$ cat config.mk
export PLATFORM = sky130hd
export DESIGN_NAME = alu_op_ctrl
export DESIGN_NICKNAME = d
export VERILOG_FILES = /design/src/rtl/alu_pkg.sv /design/src/rtl/alu_timeout_cnt.sv /design/src/rtl/alu_op_ctrl.sv
export SDC_FILE = /design/constraint.sdc
export NUM_CORES = 1
export LEC_CHECK = 0
export BUFFER_PORTS_ARGS = -buffer_cell sky130_fd_sc_hd__clkbuf_2
export CAP_MARGIN = 10
export CELL_PAD_IN_SITES_DETAIL_PLACEMENT = 0
export CELL_PAD_IN_SITES_GLOBAL_PLACEMENT = 1
export CORE_ASPECT_RATIO = 0.8
export CORE_MARGIN = 2
export CORE_UTILIZATION = 36
export DETAILED_ROUTE_END_ITERATION = 10
export PLACE_DENSITY_LB_ADDON = 0.05
export SYNTH_ARGS = -nofsm -noshare
export SYNTH_HDL_FRONTEND = slang
export SYNTH_HIERARCHICAL = 1
export SYNTH_SLANG_ARGS = --single-unit
$ cat constraint.sdc
create_clock -name i_clk -period 3.9 [get_ports i_clk]
set_clock_uncertainty 0.2 [all_clocks]
set_input_delay 0.78 -clock i_clk [delete_from_list [all_inputs] [get_ports i_clk]]
set_output_delay 0.78 -clock i_clk [all_outputs]
set_load 0.05 [all_outputs]
$ cat src/rtl/alu_pkg.sv
// Shared definitions for the ALU operation controller: operand/result
// widths, op codes (also the one-hot bit index of each unit) and the
// controller state encoding.
package alu_pkg;

   localparam int RES_W  = 16;
   localparam int OPND_W = 8;

   localparam logic [1:0] OP_ADD = 2'd0;
   localparam logic [1:0] OP_SUB = 2'd1;
   localparam logic [1:0] OP_MUL = 2'd2;
   localparam logic [1:0] OP_DIV = 2'd3;

   typedef enum logic [1:0] {
      ST_IDLE  = 2'd0,
      ST_ISSUE = 2'd1,
      ST_WAIT  = 2'd2,
      ST_RESP  = 2'd3
   } state_t;

endpackage

$ cat src/rtl/alu_timeout_cnt.sv
// WAIT-state watchdog: 8-bit up-counter with synchronous clear and enable.
// o_tc flags the last cycle the controller is allowed to wait for done.
// Ports:
//   i_clk, i_rst_n : clock, synchronous active-low reset
//   i_clr          : zero the count (takes priority over i_en)
//   i_en           : count this cycle
//   o_tc           : count == TIMEOUT_CYCLES-1
module alu_timeout_cnt #(
   parameter int TIMEOUT_CYCLES = 64
) (
   input  logic i_clk,
   input  logic i_rst_n,
   input  logic i_clr,
   input  logic i_en,
   output logic o_tc
);

   logic [7:0] r_cnt;

   // Holds at terminal count; the controller leaves WAIT on that cycle anyway.
   always_ff @(posedge i_clk) begin
      if (!i_rst_n) begin
         r_cnt <= '0;
      end else if (i_clr) begin
         r_cnt <= '0;
      end else if (i_en && !o_tc) begin
         r_cnt <= r_cnt + 8'd1;
      end
   end

   assign o_tc = (r_cnt == 8'(TIMEOUT_CYCLES - 1));

endmodule

$ cat src/rtl/alu_op_ctrl.sv
// Initiator side of the ALU start/done handshake. Takes one request at a
// time, pulses the selected unit's start for one cycle, waits for that
// unit's done (or a timeout) and holds the response until consumed.
// Ports:
//   i_clk, i_rst_n                    : clock, synchronous active-low reset
//   i_req_* / o_req_ready             : request valid/ready (op, a, b)
//   o_alu_a, o_alu_b                  : operands to all units
//   o_alu_start / i_alu_done          : one-hot start, per-unit done pulse
//   i_res_add/sub/mul/div             : unit results
//   o_rsp_* / i_rsp_ready             : response valid/ready
//
// state | meaning
// IDLE  | req_ready high, waiting for a request
// ISSUE | one-cycle start pulse to unit[op], counter cleared
// WAIT  | watching only done[op], counting toward timeout
// RESP  | response held until rsp_ready
module alu_op_ctrl
   import alu_pkg::*;
#(
   parameter int TIMEOUT_CYCLES = 64,
   parameter int NUM_UNITS      = 4
) (
   input  logic                 i_clk,
   input  logic                 i_rst_n,
   input  logic                 i_req_valid,
   output logic                 o_req_ready,
   input  logic [1:0]           i_req_op,
   input  logic [OPND_W-1:0]    i_req_a,
   input  logic [OPND_W-1:0]    i_req_b,
   output logic [OPND_W-1:0]    o_alu_a,
   output logic [OPND_W-1:0]    o_alu_b,
   output logic [NUM_UNITS-1:0] o_alu_start,
   input  logic [NUM_UNITS-1:0] i_alu_done,
   input  logic [RES_W-1:0]     i_res_add,
   input  logic [RES_W-1:0]     i_res_sub,
   input  logic [RES_W-1:0]     i_res_mul,
   input  logic [RES_W-1:0]     i_res_div,
   output logic                 o_rsp_valid,
   input  logic                 i_rsp_ready,
   output logic [RES_W-1:0]     o_rsp_result,
   output logic [1:0]           o_rsp_op,
   output logic                 o_rsp_timeout
);

   state_t               r_state;
   logic                 r_req_ready;
   logic [1:0]           r_op;
   logic [OPND_W-1:0]    r_alu_a;
   logic [OPND_W-1:0]    r_alu_b;
   logic [NUM_UNITS-1:0] r_start;
   logic                 r_rsp_valid;
   logic [RES_W-1:0]     r_rsp_result;
   logic [1:0]           r_rsp_op;
   logic                 r_rsp_timeout;

   logic                 w_tc;
   logic                 w_unit_done;
   logic [RES_W-1:0]     w_unit_res;

   alu_timeout_cnt #(
      .TIMEOUT_CYCLES (TIMEOUT_CYCLES)
   ) u_timeout_cnt (
      .i_clk   (i_clk),
      .i_rst_n (i_rst_n),
      .i_clr   (r_state == ST_ISSUE),
      .i_en    (r_state == ST_WAIT),
      .o_tc    (w_tc)
   );

   // Only the unit that was started may complete the op.
   assign w_unit_done = i_alu_done[r_op];

   always_comb begin
      w_unit_res = '0;
      case (r_op)
         OP_ADD:  w_unit_res = i_res_add;
         OP_SUB:  w_unit_res = i_res_sub;
         OP_MUL:  w_unit_res = i_res_mul;
         OP_DIV:  w_unit_res = i_res_div;
         default: w_unit_res = '0;
      endcase
   end

   always_ff @(posedge i_clk) begin
      if (!i_rst_n) begin
         r_state       <= ST_IDLE;
         r_req_ready   <= 1'b0;
         r_op          <= OP_ADD;
         r_alu_a       <= '0;
         r_alu_b       <= '0;
         r_start       <= '0;
         r_rsp_valid   <= 1'b0;
         r_rsp_result  <= '0;
         r_rsp_op      <= OP_ADD;
         r_rsp_timeout <= 1'b0;
      end else begin
         r_start <= '0;
         case (r_state)
            ST_IDLE: begin
               r_req_ready <= 1'b1;
               if (i_req_valid && r_req_ready) begin
                  r_req_ready <= 1'b0;
                  r_op        <= i_req_op;
                  r_alu_a     <= i_req_a;
                  r_alu_b     <= i_req_b;
                  // Start is registered here so it is high exactly during ISSUE.
                  r_start     <= NUM_UNITS'(1) << i_req_op;
                  r_state     <= ST_ISSUE;
               end
            end
            ST_ISSUE: begin
               r_state <= ST_WAIT;
            end
            ST_WAIT: begin
               // Done on the terminal-count cycle still counts as a completion.
               if (w_unit_done) begin
                  r_rsp_result  <= w_unit_res;
                  r_rsp_timeout <= 1'b0;
                  r_rsp_op      <= r_op;
                  r_rsp_valid   <= 1'b1;
                  r_state       <= ST_RESP;
               end else if (w_tc) begin
                  r_rsp_result  <= '0;
                  r_rsp_timeout <= 1'b1;
                  r_rsp_op      <= r_op;
                  r_rsp_valid   <= 1'b1;
                  r_state       <= ST_RESP;
               end
            end
            ST_RESP: begin
               if (i_rsp_ready) begin
                  r_rsp_valid <= 1'b0;
                  r_req_ready <= 1'b1;
                  r_state     <= ST_IDLE;
               end
            end
            default: r_state <= ST_IDLE;
         endcase
      end
   end

   assign o_req_ready   = r_req_ready;
   assign o_alu_a       = r_alu_a;
   assign o_alu_b       = r_alu_b;
   assign o_alu_start   = r_start;
   assign o_rsp_valid   = r_rsp_valid;
   assign o_rsp_result  = r_rsp_result;
   assign o_rsp_op      = r_rsp_op;
   assign o_rsp_timeout = r_rsp_timeout;

endmodule

== After elaboration in Yosys (flattened, before gate mapping) ==
Cells that the tools add are included.

* Register bits: 53
* Bits of input ports: 90
* Output and inout port bits: 41
* Word-level logic and storage cells: 60

* Add/sub/neg operators: 1
* Magnitude comparators: 1
* Eq/ne operators: 10
* Shift-type cells: 1
* Mux-type cells: 20
* Bitwise gates (word level): 1
* Reductions and logical operators: 15

{| class="wikitable"
|+ Operator list
! operator !! number
|-
| case mux 16 bit (4 select lines) || 1
|-
| 2-to-1 mux 16 bit || 2
|-
| 2-to-1 mux 2 bit || 6
|-
| AND reduction 3 bit || 3
|-
| adder 8 x 1 -> 8 bit, second input constant || 1
|-
| equality test 2 bit, second input constant || 4
|-
| equality test 8 x 6 -> 1 bit, second input constant || 1
|-
| case mux 2 bit (4 select lines) || 1
|-
| 2-to-1 mux 1 bit || 7
|-
| AND reduction 2 bit || 3
|-
| nonzero test 2 bit || 3
|-
| equality test 2 x 1 -> 1 bit, second input constant || 2
|-
| logical NOT 2 bit || 2
|-
| inequality test 2 bit, second input constant || 2
|-
| case mux 1 bit (2 select lines) || 2
|-
| left shift 1 x 2 -> 4 bit, first input constant || 1
|-
| less-than comparator 2 x 3 -> 1 bit, second input constant || 1
|-
| inequality test 3 bit, second input constant || 1
|-
| binary-select mux 1 bit (select 2 bit) || 1
|-
| logical AND 1 bit || 2
|-
| OR reduction 2 bit || 1
|-
| logical NOT 1 bit || 1
|-
| inverter 1 bit || 1
|}

== Longest topological paths before layout ==
* Word-level depth: 4
* Mapped depth: 9
* Mapped depth without buffers: 8

== Cells and area by module ==
Netlist, hierarchy kept.

{| class="wikitable"
|+ By module, submodules not included
! module !! times used !! cells an instance !! area each (sq um) !! seq. area each (sq um)
|-
| alu_op_ctrl || 1 || 212 || 2205.9 || 900.9
|-
| alu_timeout_cnt || 1 || 47 || 406.6 || 160.2
|}

== Worst setup path before layout ==
OpenSTA, ideal clock, no wires.

* Path kind: register to register
* Start point: reg u_timeout_cnt.r_cnt[0]
* End point: reg r_rsp_result[0], in the netlist o_rsp_result[0]
* Setup time: 0.070 ns
* Arrival time: 1.881 ns
* Data required time: 3.630 ns
* Slack: 1.749 ns
* Cell stages (with the launch flop): 10
* Path buffers: 1
* Period minus slack after synthesis: 2.151 ns
* Path through: dfxtp_1 -> ha_1 -> and4bb_2 -> nand2_1 -> inv_1 -> or2_2 -> o2bb2ai_2 -> o21a_4 -> buf_8 -> o2bb2ai_1

* Cells in the longest elaborated chain, start to end: 3

{| class="wikitable"
|+ RTL lines
! what !! line !! text
|-
| from (decl) || alu_timeout_cnt.sv:18 || <nowiki>logic [7:0] r_cnt;</nowiki>
|-
| from (signal assigned) || alu_timeout_cnt.sv:27 || <nowiki>r_cnt <= r_cnt + 8'd1;</nowiki>
|-
| equality test 8 x 6 -> 1 bit || alu_timeout_cnt.sv:31 || <nowiki>assign o_tc = (r_cnt == 8'(TIMEOUT_CYCLES - 1));</nowiki>
|-
| via w_tc || alu_op_ctrl.sv:56 || <nowiki>logic w_tc;</nowiki>
|-
| nonzero test 2 bit (no source line) || - ||
|-
| AND reduction 2 bit (no source line) || - ||
|-
| to (signal assigned) || alu_op_ctrl.sv:117 || <nowiki>r_rsp_result <= w_unit_res;</nowiki>
|-
| to (decl) || alu_op_ctrl.sv:52 || <nowiki>logic [RES_W-1:0] r_rsp_result;</nowiki>
|}

The timed path passes the listed nets, and every way through them passes these cells.
A chain may end at the register's enable or synchronous reset.

== Final worst setup path ==
* Start point: reg u_timeout_cnt.r_cnt[0]
* End point: reg r_rsp_result[1], in the netlist o_rsp_result[1]

The elaborated chain is that of the path after synthesis.

==> metrics <==
post-detailed-route wirelength per cell 13.60 µm; most numerous cell in the Yosys netlist dfxtp_1; Final GP Congestion 0.7647; Post-DP HPWL 4942 µm; GRT Total Usage 0.1583; Synth Register Bits 53; Synth top cells by count dfxtp_1 (53), nand2_1 (51), inv_1 (23); Detailed Route Iter0 Violations 52; hold buffers post-CTS 0; Slew Limit Fails 0; max_slew headroom 0.4675; asr flop ratio synth 0; Antenna Nets Post-Route 0; total power 1.579 mW; slowest cell delay on critical path 0.34 ns; clock buffer depth 2; DR pass1 iterations 4; Worst setup EP type flop; PostCTS Resize Cnt 0; Clk network pwr share 0.190; RSZ-0062 raised after global routing false; DR top layer met4; crit path cell chain ha_1, and4bb_2, nand2_1, inv_1, or2_2, o2bb2ai_2, o21a_4, o2bb2ai_1; row count 27; Die Ht 80.20 µm; Seq pwr share 0.417; count of cell types in the netlist 46; setup violators final 0; outcome finished clean; crit path DAT between 2 and 2.5 ns; Initial Utilization 0.3754; Leak 1.535 nW; share of cells above drive strength 1 0.4156; max cap viols 0; startpoint types flop; Post-CTS Setup Repair Bufs 0; global-route wire length before repair between 10000 and 15000 µm; H-Tree Depth 2; sequential fraction of the synthesis area 0.4061; CP max FO 16; grt total ovfl 0; synthesized net count 354; maximum vdd drop 0.2232 mV; largest net degree at the start of global routing 36; Root Driver clkbuf_8; port bufs 130; setup_tns 0 ns; Worst path slowest cell dfxtp_1; DR WL met2 3001 µm; Mapped Area 2613 µm²; M1 WL roughly 2800 µm; Yosys top cell area share 0.4061; Gate Count Post-Synth about 260; Met3 Routed Length 513 µm; NetSw 625.0 µW; DRC viols 0; CP Data Required Time 3.92 ns; CTS sink cnt 53; dominant cells by area after synthesis dfxtp_1 (41%), mux4_2 (7.8%), nand2_1 (7.3%); Min-Delay Path Class flop to flop; CTS Buf Count 5; Vias/cell 5.000; CTS tree done; Hold Vio Cnt, Final 0; Internal Power about 950 µW; Crit Path Class flop to flop; number of antenna violations at the first check in global routing 0; Worst-Margin Slew 0.7988 ns; Synth warnings 6; Fmax 0.4148 GHz; Post-synth EDFFs 0; worst skew pair latency 0.30 ns; n_diodes 0; commonest register cell after synthesis dfxtp_1; Layout area overhead 29.84%; die footprint 7959 µm²; Comb power frac 0.393; fin crit share 0.6181; Post-Route WL 6418 µm; Pwr Density 465.4 nW/µm²; switch share 0.3960; final period demand of the worst path 2.411 ns; Yosys top cell by area dfxtp_1; number of I/O pins 131; Vias 2360; number of global-route vias before repair 2261; Clk pin slew, worst setup/hold paths around 0.09 ns; core area about 7000 µm²; Mean Syn Cell Area 10.09 µm²; Die Width 99.24 µm; nets between 400 and 500
## sequential cells by signal, summed over array words and instances, names as in the netlist
| name | cells |
|---|---|
| o_rsp_op | 2 |
| o_rsp_timeout | 1 |
| o_alu_b | 8 |
| u_timeout_cnt/r_cnt | 8 |
| o_req_ready | 1 |
| o_alu_start | 4 |
| r_op | 2 |
| o_rsp_valid | 1 |
| o_alu_a | 8 |
| o_rsp_result | 16 |
| r_state | 2 |
## path summary, 6_finish.rpt
check	start	end	slack, ns	cells after the start
max	u_timeout_cnt/r_cnt[0]	o_rsp_result[1]	1.49	8
min	o_rsp_result[5]	o_rsp_result[5]	0.27	1
max reg2reg	u_timeout_cnt/r_cnt[0]	o_rsp_result[1]	1.49	8
min reg2reg	o_rsp_result[5]	o_rsp_result[5]	0.27	1
## power by group through the flow
| stage | Clock [mW] | Combinational, mW | Sequential, mW |
|---|---|---|---|
| 2_1_floorplan | 0 | 0.314 | 0.830 |
| 3_3_place_gp | 0 | 0.626 | 0.672 |
| 3_5_place_dp | 0 | 0.630 | 0.672 |
| 4_1_cts | 0.313 | 0.632 | 0.660 |
| 5_1_grt | 0.333 | 0.680 | 0.670 |
| 6_report | 0.300 | 0.621 | 0.658 |
## layout by cell type, fill, tap and decap left out, types with 2 or more instances in the layout
cell,count
o2bb2ai_2,2
nor3_1,4
o21ai_0,5
mux4_1,7
o211ai_1,3
buf_4,2
clkbuf_2,130
dfxtp_1,53
ha_1,5
clkbuf_8,5
a31oi_1,2
and4_1,2
clkbuf_1,2
nor2b_1,3
a21oi_1,6
mux4_2,9
nand3_1,6
inv_1,23
nand2_1,51
mux2i_1,4
nor2_1,4
a21boi_0,19
o2bb2ai_1,15
## stage by stage
stage	setup slack, ns	cells	instance area [µm²]	hold slack (ns)	utilization
after CTS	1.514	472	3392	0.2728	0.4874
after global placement	1.480	464	3308	0.2468	0.4754
after global routing	1.383	472	3392	0.2914	0.4874
after floorplan	1.749	259	2613	0.2465	-
final	1.489	472	3392	0.2686	0.4874
after detailed placement	1.407	464	3308	0.2469	0.4754
## layout make-up
class | count | area (µm²)
Clock buffer | 7 | 76.32
Clock inverter | 1 | 7.507
Fill cell | 691 | 3567
Inverter | 23 | 86.33
Multi-Input combinational cell | 169 | 1386
Sequential cell | 53 | 1061
Tap cell | 87 | 108.9
Timing Repair Buffer | 132 | 665.6
## cell families (layout without fill, tap and decap cells)
kind of cell               after synthesis  after routing  synth area share
adders and majority gates                5              5           0.02395
AOI/OAI and AO/OA                       60             60            0.1858
muxes                                   22             22            0.1729
buffers and inverters                   37            163           0.06322
and+or+nand+nor                         82             82            0.1480
DFF                                     53             53            0.4061
## metal layers
metal  track usage  vias up
met5             0        -
met4       0.04521        0
met3       0.04352        4
met2        0.2757       82
met1        0.1923     1095
li1              -     1179
## critical path: cells and delay by family, from the launching register on
kind | cells | cell delay (ns)
AND/OR/NAND/NOR | 3 | 0.68
flip-flops | 1 | 0.34
AO/OA/AOI/OAI | 3 | 0.79
adder cells (fa/ha/maj) | 1 | 0.24
buffers and inverters | 1 | 0.09
Note: power is estimated with default switching activity, not from simulation.
